**config.mk**
```make
export PLATFORM = sky130hd
export DESIGN_NAME = mul_div_unit
export DESIGN_NICKNAME = d
export VERILOG_FILES = /design/src/rtl/mul_div_unit.sv
export SDC_FILE = /design/constraint.sdc
export NUM_CORES = 1
export LEC_CHECK = 0
export ABC_AREA = 1
export CAP_MARGIN = 20
export CORE_UTILIZATION = 40
export DETAILED_ROUTE_END_ITERATION = 6
export HOLD_SLACK_MARGIN = 0.05
export PLACE_DENSITY = 0.65
export SLEW_MARGIN = 20
export SYNTH_ARGS = -nofsm -noshare
export SYNTH_HDL_FRONTEND = slang
export SYNTH_SLANG_ARGS = --single-unit
```
**constraint.sdc**
```tcl
create_clock -name clk -period 4.7 [get_ports clk]
set_clock_uncertainty 0.15 [all_clocks]
set_input_delay 0.94 -clock clk [delete_from_list [all_inputs] [get_ports clk]]
set_output_delay 0.94 -clock clk [all_outputs]
set_load 0.01 [all_outputs]
```
**src/rtl/mul_div_unit.sv**
```systemverilog
// rtl/mul_div_unit.sv - iterative 32-bit multiply/divide unit producing HI/LO writes
//
// Purpose: MULT/MULTU by shift-add and DIV/DIVU by restoring shift-subtract.
// Each operation takes 32 CALC cycles followed by one DONE cycle that
// pulses HI_we/LO_we with the final results.
// Ports:
//   clk, resetn         clock, asynchronous active-low reset
//   start, op           request and operation (00 MULT, 01 MULTU, 10 DIV, 11 DIVU)
//   src_a, src_b        multiplicand/dividend, multiplier/divisor
//   flush               abort; forces IDLE and suppresses the write pulse
//   busy                high in CALC and DONE
//   HI_we, LO_we        write enables, pulsed together in DONE
//   HIwdata, LOwdata    result data, held between operations
module mul_div_unit (
    input  logic        clk,
    input  logic        resetn,
    input  logic        start,
    input  logic [1:0]  op,
    input  logic [31:0] src_a,
    input  logic [31:0] src_b,
    input  logic        flush,
    output logic        busy,
    output logic        HI_we,
    output logic        LO_we,
    output logic [31:0] HIwdata,
    output logic [31:0] LOwdata
);

    typedef enum logic [1:0] {IDLE, CALC, DONE} state_t;

    state_t      state_q, state_d;
    logic        is_div_q, is_div_d;
    logic [31:0] opnd_q, opnd_d;
    logic [63:0] acc_q, acc_d;
    logic [4:0]  cnt_q, cnt_d;
    logic        neg_q, neg_d;
    logic        rneg_q, rneg_d;
    logic        dz_q, dz_d;
    logic [31:0] hi_q, hi_d;
    logic [31:0] lo_q, lo_d;

    logic        signed_op;
    logic [31:0] mag_a, mag_b;
    logic [32:0] sum33, rem33, diff33;
    logic [63:0] step, prod;
    logic [31:0] quo, rem;

    always_comb begin
        state_d  = state_q;
        is_div_d = is_div_q;
        opnd_d   = opnd_q;
        acc_d    = acc_q;
        cnt_d    = cnt_q;
        neg_d    = neg_q;
        rneg_d   = rneg_q;
        dz_d     = dz_q;
        hi_d     = hi_q;
        lo_d     = lo_q;

        signed_op = ~op[0];
        mag_a = (signed_op && src_a[31]) ? -src_a : src_a;
        mag_b = (signed_op && src_b[31]) ? -src_b : src_b;

        // Multiply: acc = {partial high, remaining multiplier bits}; add the
        // multiplicand into the high half when the current multiplier bit is set.
        sum33 = {1'b0, acc_q[63:32]} + (acc_q[0] ? {1'b0, opnd_q} : 33'd0);
        // Divide: acc = {remainder, dividend bits / quotient bits}.
        rem33  = acc_q[63:31];
        diff33 = rem33 - {1'b0, opnd_q};
        if (is_div_q) begin
            step = diff33[32] ? {rem33[31:0], acc_q[30:0], 1'b0}
                              : {diff33[31:0], acc_q[30:0], 1'b1};
        end else begin
            step = {sum33, acc_q[31:1]};
        end
        prod = neg_q ? -step : step;
        quo  = step[31:0];
        rem  = step[63:32];

        case (state_q)
            IDLE: begin
                if (start && !flush) begin
                    is_div_d = op[1];
                    neg_d    = signed_op & (src_a[31] ^ src_b[31]);
                    rneg_d   = signed_op & src_a[31];
                    dz_d     = op[1] & (src_b == 32'd0);
                    cnt_d    = 5'd0;
                    if (op[1]) begin
                        acc_d  = {32'd0, mag_a};
                        opnd_d = mag_b;
                    end else begin
                        acc_d  = {32'd0, mag_b};
                        opnd_d = mag_a;
                    end
                    state_d = CALC;
                end
            end
            CALC: begin
                acc_d = step;
                cnt_d = cnt_q + 5'd1;
                if (cnt_q == 5'd31) begin
                    state_d = DONE;
                    if (is_div_q) begin
                        // Zero divisor leaves remainder = |dividend|; re-signing
                        // it reproduces the raw dividend for HI.
                        lo_d = dz_q ? 32'hFFFF_FFFF : (neg_q ? -quo : quo);
                        hi_d = rneg_q ? -rem : rem;
                    end else begin
                        hi_d = prod[63:32];
                        lo_d = prod[31:0];
                    end
                end
            end
            DONE:    state_d = IDLE;
            default: state_d = IDLE;
        endcase

        if (flush) begin
            state_d = IDLE;
            hi_d    = hi_q;
            lo_d    = lo_q;
        end
    end

    always_ff @(posedge clk or negedge resetn) begin
        if (!resetn) begin
            state_q  <= IDLE;
            is_div_q <= 1'b0;
            opnd_q   <= 32'd0;
            acc_q    <= 64'd0;
            cnt_q    <= 5'd0;
            neg_q    <= 1'b0;
            rneg_q   <= 1'b0;
            dz_q     <= 1'b0;
            hi_q     <= 32'd0;
            lo_q     <= 32'd0;
        end else begin
            state_q  <= state_d;
            is_div_q <= is_div_d;
            opnd_q   <= opnd_d;
            acc_q    <= acc_d;
            cnt_q    <= cnt_d;
            neg_q    <= neg_d;
            rneg_q   <= rneg_d;
            dz_q     <= dz_d;
            hi_q     <= hi_d;
            lo_q     <= lo_d;
        end
    end

    assign busy    = (state_q != IDLE);
    assign HI_we   = (state_q == DONE) && !flush;
    assign LO_we   = HI_we;
    assign HIwdata = hi_q;
    assign LOwdata = lo_q;

endmodule

```
==> out/results.md, run 1 <==
## STA
- **transition time of the tightest slew-check pin** 1.06 ns
- **worst rel slew slack** 28.5%
- **time the final worst path needs with I/O delays and setup** 4.46 ns
- **Fmax achieved** 0.224 GHz
- **fraction of the cycle the final worst path needs** 94.9%
- **worst setup margin** 0.239 ns
- **number of endpoints failing setup at the final stage** 0
- **Slew Viols, Final** 0
- **Final Hold Vio Count** 0

## Logic synthesis
- **Distinct cells, synth** 60
- **most frequently used flop master after synthesis** sky130_fd_sc_hd__dfrtp_1
- **xor-xnor portion of the synthesized cell area** 4.74%
- **count of synthesis-stage warnings from yosys** 0
- **number of synthesized register bits** 171
- **portion of netlist area occupied by mux cells** 0%
- **leading area contributor after synthesis** sky130_fd_sc_hd__dfrtp_1
- **proportion of synthesized chip area in sequential cells** 25.4%
- **share of flip-flops with an asynchronous set or reset after synthesis** 100%
- **post-synthesis share of cell area spent on and, or, nand and nor gates** 36.8%
- **number of enable-type register cells in the synthesized netlist** 0
- **adder and majority cell fraction of the synthesized area** 5.44%
- **combined area of all synthesized cells** 0.0168 sq mm
- **synthesized netlist net count** 2,889
- **mean instance size in the synthesized netlist** 6.13 sq um
- **Syn Inst Count** 2,747
- **fraction of synthesized cell area taken by the top area cell type** 25.4%
- **dominant combinational cell family by area after synthesis** simple AND/OR/NAND/NOR gates
- **cell types occupying the most area after synthesis** sky130_fd_sc_hd__dfrtp_1 (25%), sky130_fd_sc_hd__nand2_1 (18%), sky130_fd_sc_hd__inv_1 (9.2%)
- **synthesized-area fraction occupied by ao, oa, aoi and oai cells** 15.7%

## Placed design
- **cell area after placement** 0.0192 sq mm
- **Routability Congestion** 1.02
- **HPWL after detailed placement** 61.5 mm
- **count of port buffers added during placement** 136
- **worst-case setup slack after placement** 0.0646 ns

## Cells and area
- **Diodes inserted** 0
- **number of nets in the final layout** 3,061
- **Register Area** 0.00428 sq mm
- **Area growth, synth to finish** 18.5%
- **filler cell count in the final layout** 4,360
- **Final Instance Area** 0.0199 sq mm
- **share of final-layout standard cells stronger than drive strength 1** 9.07%
- **most common library cell in the layout ignoring fill and taps** sky130_fd_sc_hd__nand2_1
- **multi-input logic area** 0.0107 sq mm
- **top library cells by usage in the layout, fill and taps aside** sky130_fd_sc_hd__nand2_1 (817), sky130_fd_sc_hd__inv_1 (411), sky130_fd_sc_hd__nor2_1 (295)

## Floorplan
- **die outline area** 0.0429 sq mm
- **placement row count** 74
- **die boundary height** 207 um
- **area of the placeable core** 0.0412 sq mm
- **I/O pins** 137
- **die boundary width** 207 um
- **effective utilization at floorplan** 40.8%

## Critical path
- **Critical Setup Path Class** reg -> reg
- **kind of start point of the critical path** flop
- **most repeated library cell on the critical path** sky130_fd_sc_hd__nand2_1
- **cells on worst reg2reg path** 23
- **sort of element at the end of the critical path** flop
- **maximum fanout encountered on the critical timing path** 9
- **r2r endpoint** HIwdata[31]
- **slack of the worst reg-to-reg path** 0.24 ns
- **beginning of the worst register-to-register path** acc_q[0]
- **Critical-path top delay cell** sky130_fd_sc_hd__dfrtp_1
- **critical path endpoint** HIwdata[31]
- **crit-path cells** buf_4, nand2_1, inv_1, ha_1, a21oi_1, o21ai_0, a21oi_2, nand3_1, buf_4, nand2_1, inv_1, o21ai_0, nand2_1, nor2_1, nand2_1, nor2_1, nand2_1, nand2_1, nand3_1, nand2_1, nand2_1, nand3_1, nand2_1
- **data arrival time of the worst path** 4.70 ns
- **Critical Path RT** 4.94 ns
- **largest stage delay on the critical path** 0.56 ns
- **source of the critical timing path** acc_q[0]

## Global routing
- **first-pass GRT wire length** 114 mm
- **total global routing track utilization** 35.6%
- **largest net degree at the start of global routing** 75
- **initial antenna violation count** 0
- **residual overflow from global routing** 0
- **via count of the first global-routing pass** 18,500

## CTS
- **H-tree depth** 4
- **CTS Buf Count** 17
- **CTS max path bufs** 2
- **Reg clk slew, reported paths** 0.08 ns
- **CTS Root Cell** sky130_fd_sc_hd__clkbuf_16
- **clock tree from TritonCTS** built
- **worst skew pair latency** 0.51 ns
- **# clock sinks** 171

## Route
- **Final Routed Wirelength** 76.1 mm
- **average via count per standard cell** 5.51
- **Wirelength per Cell** 22.0 um
- **vias** 19,100
- **drt pass-1 iters** 7
- **post-route antenna net violation count** 0
- **drt first-iter violations** 1,829
- **number of remaining DRC errors** 1

## Worst hold path
- **class of the worst hold path** in -> async

## Run
- **Max Cap Violations** 0

## Status
- **status** complete, but fails checks
- **violations in the final reports** DRC

## Power and ir drop
- **Power per Cell Area** 669 mW/mm^2
- **Pwr Total** 13.4 mW
- **total leakage power** 10.3 nW
- **worst vdd ir** 0.000365 V

==> cell usage after synthesis (all sizes together) (5+ instances only) <==
library cell and instances:
a21oi 115, a221o 10, a221oi 7, a22oi 8
a31oi 18, buf 25, clkbuf 58, clkinv 6
dfrtp 171, ha 70, inv 427, nand2 854
nand3 183, nand3b 17, nand4 21, nor2 321
nor3 36, nor4 5, o2111ai 7, o211ai 9
o21a 7, o21ai 162, o21bai 9, o221ai 18
o22ai 52, o31ai 5, or2 17, xnor2 29
xor2 62
==> through the flow <==
| stage | hold WS (ns) | utilization [%] | TNS (ns) | instances |
|---|---|---|---|---|
| 2_1_floorplan | 0.290 | - | 0 | 2747 |
| 6_report | 0.302 | 48.4 | 0 | 3464 |
| 5_1_grt | 0.346 | 48.4 | -0.0501 | 3464 |
| 3_3_place_gp | 0.309 | 46.7 | 0 | 3427 |
| 4_1_cts | 0.335 | 48.0 | 0 | 3459 |
| 3_5_place_dp | 0.314 | 46.7 | 0 | 3427 |
==> state kept, by name, summed over array words and instances, names as in the netlist <==
| register | flops |
|---|---|
| acc_q | 64 |
| HIwdata | 32 |
| LOwdata | 32 |
| opnd_q | 32 |
| cnt_q | 5 |
| state_q | 2 |
| dz_q | 1 |
| is_div_q | 1 |
| neg_q | 1 |
| rneg_q | 1 |
==> metal layers <==
| layer | share of wire [%] | up-vias | GRT usage, % |
|---|---|---|---|
| met2 | 46 | 846 | 57.8 |
| met4 | 5.8 | 0 | 20.0 |
| li1 | - | 9154 | - |
| met5 | 0 | - | 0 |
| met1 | 42 | 8924 | 45.5 |
| met3 | 6.6 | 162 | 5.02 |
==> area by class of cell <==
cell class                      count  area share [%]
Tap cell                          532            3.34
Clock inverter                     14           0.640
Clock buffer                       18            2.15
Multi-Input combinational cell   2060            53.4
Timing Repair Buffer              236            10.8
Sequential cell                   171            21.5
Inverter                          433            8.15
==> critical path, delay by kind of cell, from the launching register on <==
| family | cells | cell delay, ns |
|---|---|---|
| AO/OA/AOI/OAI | 4 | 1.03 |
| adder cells (fa/ha/maj) | 1 | 0.33 |
| buffers and inverters | 4 | 0.58 |
| flip-flops | 1 | 0.56 |
| AND/OR/NAND/NOR | 14 | 1.68 |
==> cells by family after synthesis <==
logic type | count (synthesis)
buffers and inverters | 516
adders and majority gates | 72
and+or+nand+nor | 1461
xor gates and xnor gates | 91
AOI/OAI and AO/OA | 436
DFF | 171
==> worst min-delay path by stage <==
stage	startpoint	to	slack, ns	cells past startpoint
global placement	cnt_q[3]	cnt_q[3]	0.31	1
CTS	HIwdata[31]	HIwdata[31]	0.33	2
detailed placement	HIwdata[29]	HIwdata[29]	0.31	2
global route	HIwdata[10]	HIwdata[10]	0.35	2
finish	resetn	acc_q[51]	0.30	1
floorplan	cnt_q[3]	cnt_q[3]	0.29	1
==> report_power, final <==
group | total, mW | switching (mW) | internal [mW] | leakage (nW)
Sequential | 2.14 | 0.356 | 1.79 | 2.15
Clock | 1.44 | 0.746 | 0.697 | 0.271
Combinational | 9.76 | 6.75 | 3.01 | 7.85
==> repair_timing <==
action                     in CTS  in global routing
buffers inserted                0                  4
setup endpoints to repair       0                 21
hold buffers                    0                  0
gates resized for setup         0                 31
Power figures use the tool's default switching activity.
==> run 2: changes to the inputs <==
- TNS_END_PERCENT: not set -> 30
==> results of run 2 <==
The final DEF is identical to that of run 1; final timing and power are the same.
==> run 3: changes to the inputs <==
- CAP_MARGIN: 20 -> not set
- PLACE_DENSITY: 0.65 -> 0.6
==> run 3 against run 2 <==
  * The run still ends with DRC left
  * Global-route usage down 0.84 points
  * Core utilization down 0.097 points
  * Die area unchanged
  * Clock power up 6%
  * Register-to-register slack better by 0.05 ns
  * Power down 0.67%
  * First-iteration DRC count up 5.0%
  * Largest power group unchanged
==> out/results.md, run 3 (same netlist as run 1, synthesis figures left out) <==
## Status
- **status** complete, but fails checks, unchanged
- **violations in the final reports** DRC, unchanged

## Placed design
- **HPWL after detailed placement** 60.6 mm, was 61.5 mm
- **Routability Congestion** 1.00, was 1.02
- **post-placement cell count** 3,422, was 3,427
- **count of port buffers added during placement** 136, unchanged
- **worst-case setup slack after placement** 0.0428 ns, was 0.0646 ns

## Floorplan
- **effective utilization at floorplan** 40.8%, unchanged
- **area of the placeable core** 0.0412 sq mm, unchanged
- **die boundary width** 207 um, unchanged
- **die outline area** 0.0429 sq mm, unchanged
- **die boundary height** 207 um, unchanged
- **placement row count** 74, unchanged
- **I/O pins** 137, unchanged

## Global routing
- **first-pass GRT wire length** 112 mm, was 114 mm
- **total global routing track utilization** 34.8%, was 35.6%
- **largest net degree at the start of global routing** 77, was 75
- **initial antenna violation count** 1, was 0
- **via count of the first global-routing pass** 18,100, was 18,500
- **residual overflow from global routing** 0, unchanged

## STA
- **Final Hold Vio Count** 0, unchanged
- **Fmax achieved** 0.227 GHz, was 0.224 GHz
- **number of endpoints failing setup at the final stage** 0, unchanged
- **fraction of the cycle the final worst path needs** 93.8%, was 94.9%
- **Slew Viols, Final** 0, unchanged
- **worst rel slew slack** 22.9%, was 28.5%
- **transition time of the tightest slew-check pin** 1.14 ns, was 1.06 ns
- **time the final worst path needs with I/O delays and setup** 4.41 ns, was 4.46 ns
- **worst setup margin** 0.293 ns, was 0.239 ns

## Critical path
- **kind of start point of the critical path** flop, unchanged
- **gate family responsible for the most delay along the worst path** simple AND/OR/NAND/NOR gates, unchanged
- **sort of element at the end of the critical path** flop, unchanged
- **Crit path buffers/inverters** 5, was 4
- **Crit path depth** 34, was 23
- **data arrival time of the worst path** 4.65 ns, was 4.70 ns
- **largest stage delay on the critical path** 0.39 ns, was 0.56 ns
- **maximum fanout encountered on the critical timing path** 4, was 9
- **Critical Path RT** 4.94 ns, about the same
- **cells on worst reg2reg path** 34, was 23
- **Critical-path top delay cell** sky130_fd_sc_hd__dfrtp_1, unchanged
- **most repeated library cell on the critical path** sky130_fd_sc_hd__nand2_2, was sky130_fd_sc_hd__nand2_1
- **Critical Setup Path Class** reg -> reg, unchanged

## CTS
- **post-cts hold buffer count** 0, unchanged
- **Reg clk slew, reported paths** 0.08 ns, about the same
- **CTS max path bufs** 2, unchanged
- **clock tree from TritonCTS** built, unchanged
- **CTS Buf Count** 17, unchanged
- **H-tree depth** 4, unchanged
- **# clock sinks** 171, unchanged
- **CTS Root Cell** sky130_fd_sc_hd__clkbuf_16, unchanged
- **worst skew pair latency** 0.51 ns, about the same

## Route
- **vias** 18,800, was 19,100
- **Final Routed Wirelength** 74.7 mm, was 76.1 mm
- **Wirelength per Cell** 21.6 um, was 22.0 um
- **number of remaining DRC errors** 2, was 1
- **post-route antenna net violation count** 0, unchanged
- **drt pass-1 iters** 7, unchanged
- **average via count per standard cell** 5.44, was 5.51
- **drt first-iter violations** 1,920, was 1,829

## Cells and area
- **share of final-layout standard cells stronger than drive strength 1** 8.81%, was 9.07%
- **number of nets in the final layout** 3,056, was 3,061
- **most common library cell in the layout ignoring fill and taps** sky130_fd_sc_hd__nand2_1, unchanged
- **flip-flop count of the largest register after layout** 64, unchanged
- **number of non-filler instances in the completed layout** 3,459, was 3,464
- **Area growth, synth to finish** 18.3%, was 18.5%
- **register bank with the most flops** acc_q, unchanged
- **Diodes inserted** 0, unchanged
- **top library cells by usage in the layout, fill and taps aside** sky130_fd_sc_hd__nand2_1 (819), sky130_fd_sc_hd__inv_1 (411), sky130_fd_sc_hd__nor2_1 (293), was sky130_fd_sc_hd__nand2_1 (817), sky130_fd_sc_hd__inv_1 (411), sky130_fd_sc_hd__nor2_1 (295)
- **filler cell count in the final layout** 4,337, was 4,360

## Power and ir drop
- **worst vdd ir** 0.000381 V, was 0.000365 V
- **total leakage power** 10.3 nW, about the same
- **Power per Cell Area** 666 mW/mm^2, was 669 mW/mm^2
- **Pwr Total** 13.3 mW, was 13.4 mW

## Worst hold path
- **instance count along the most critical hold path** 2
- **class of the worst hold path** reg -> reg, was in -> async

## Run
- **Max Cap Violations** 0, unchanged

-- run 3: changes by cell type in the layout (fill, tap and decap cells not counted), sizes merged --
cell | before | now
inv | 436 | 434
clkinvlp | 2 | 0
clkbuf | 19 | 21
buf | 100 | 96
bufinv | 0 | 1
-- run 3: worst paths after layout --
path	slack, ns	endpoint	from
max in group asynchronous	3.19	HIwdata[28]	resetn
min reg2reg	0.33	HIwdata[30]	HIwdata[30]
max	0.29	HIwdata[12]	acc_q[31]
max reg2reg	0.29	HIwdata[12]	acc_q[31]
min in group asynchronous	0.36	acc_q[41]	resetn
min	0.33	HIwdata[30]	HIwdata[30]
-- run 3: layout make-up --
class	instances	area (sq um)	share of cell area, %
clock inverters	11	125	0.629
flip-flops and latches	171	4290	21.5
multi-input cells	2060	10600	53.4
repair buffers	231	2110	10.6
clock buffers	21	460	2.31
inverters	433	1630	8.17
well taps	532	666	3.34
-- run 3: report_power, final --
part | switching, mW | total, mW | internal (mW)
logic | 6.63 | 9.57 | 2.94
clock network | 0.744 | 1.52 | 0.777
registers | 0.383 | 2.17 | 1.79
-- run 3: stage by stage --
| step | instance area (sq um) | TNS (ns) | hold slack (ns) | utilization (%) |
|---|---|---|---|---|
| 2_1_floorplan | 16800 | 0 | 0.290 | - |
| 3_5_place_dp | 19200 | 0 | 0.316 | 46.6 |
| 3_3_place_gp | 19200 | 0 | 0.309 | 46.6 |
| 4_1_cts | 19800 | 0 | 0.329 | 48.0 |
| 5_1_grt | 19900 | -0.156 | 0.353 | 48.3 |
| 6_report | 19900 | 0 | 0.329 | 48.3 |
-- run 3: tightest hold or removal path, delay by kind of cell, from the launching register on --
kind / cells / cell delay, ns
DFF: 1 / 0.35
and+or+nand+nor: 2 / 0.10
-- run 3: timing repair --
item,in CTS,in global routing
setup endpoints to repair,0,19
buffers inserted,0,5
gates resized for setup,0,24
-- run 3: layer usage --
| layer | global-route usage, % | vias to the layer above | share of wire [%] |
|---|---|---|---|
| met5 | 0 | - | 0.017 |
| met4 | 16.3 | 2 | 4.7 |
| met3 | 4.94 | 138 | 6.4 |
| met2 | 55.7 | 766 | 45 |
| met1 | 46.2 | 8777 | 44 |
| li1 | - | 9137 | - |
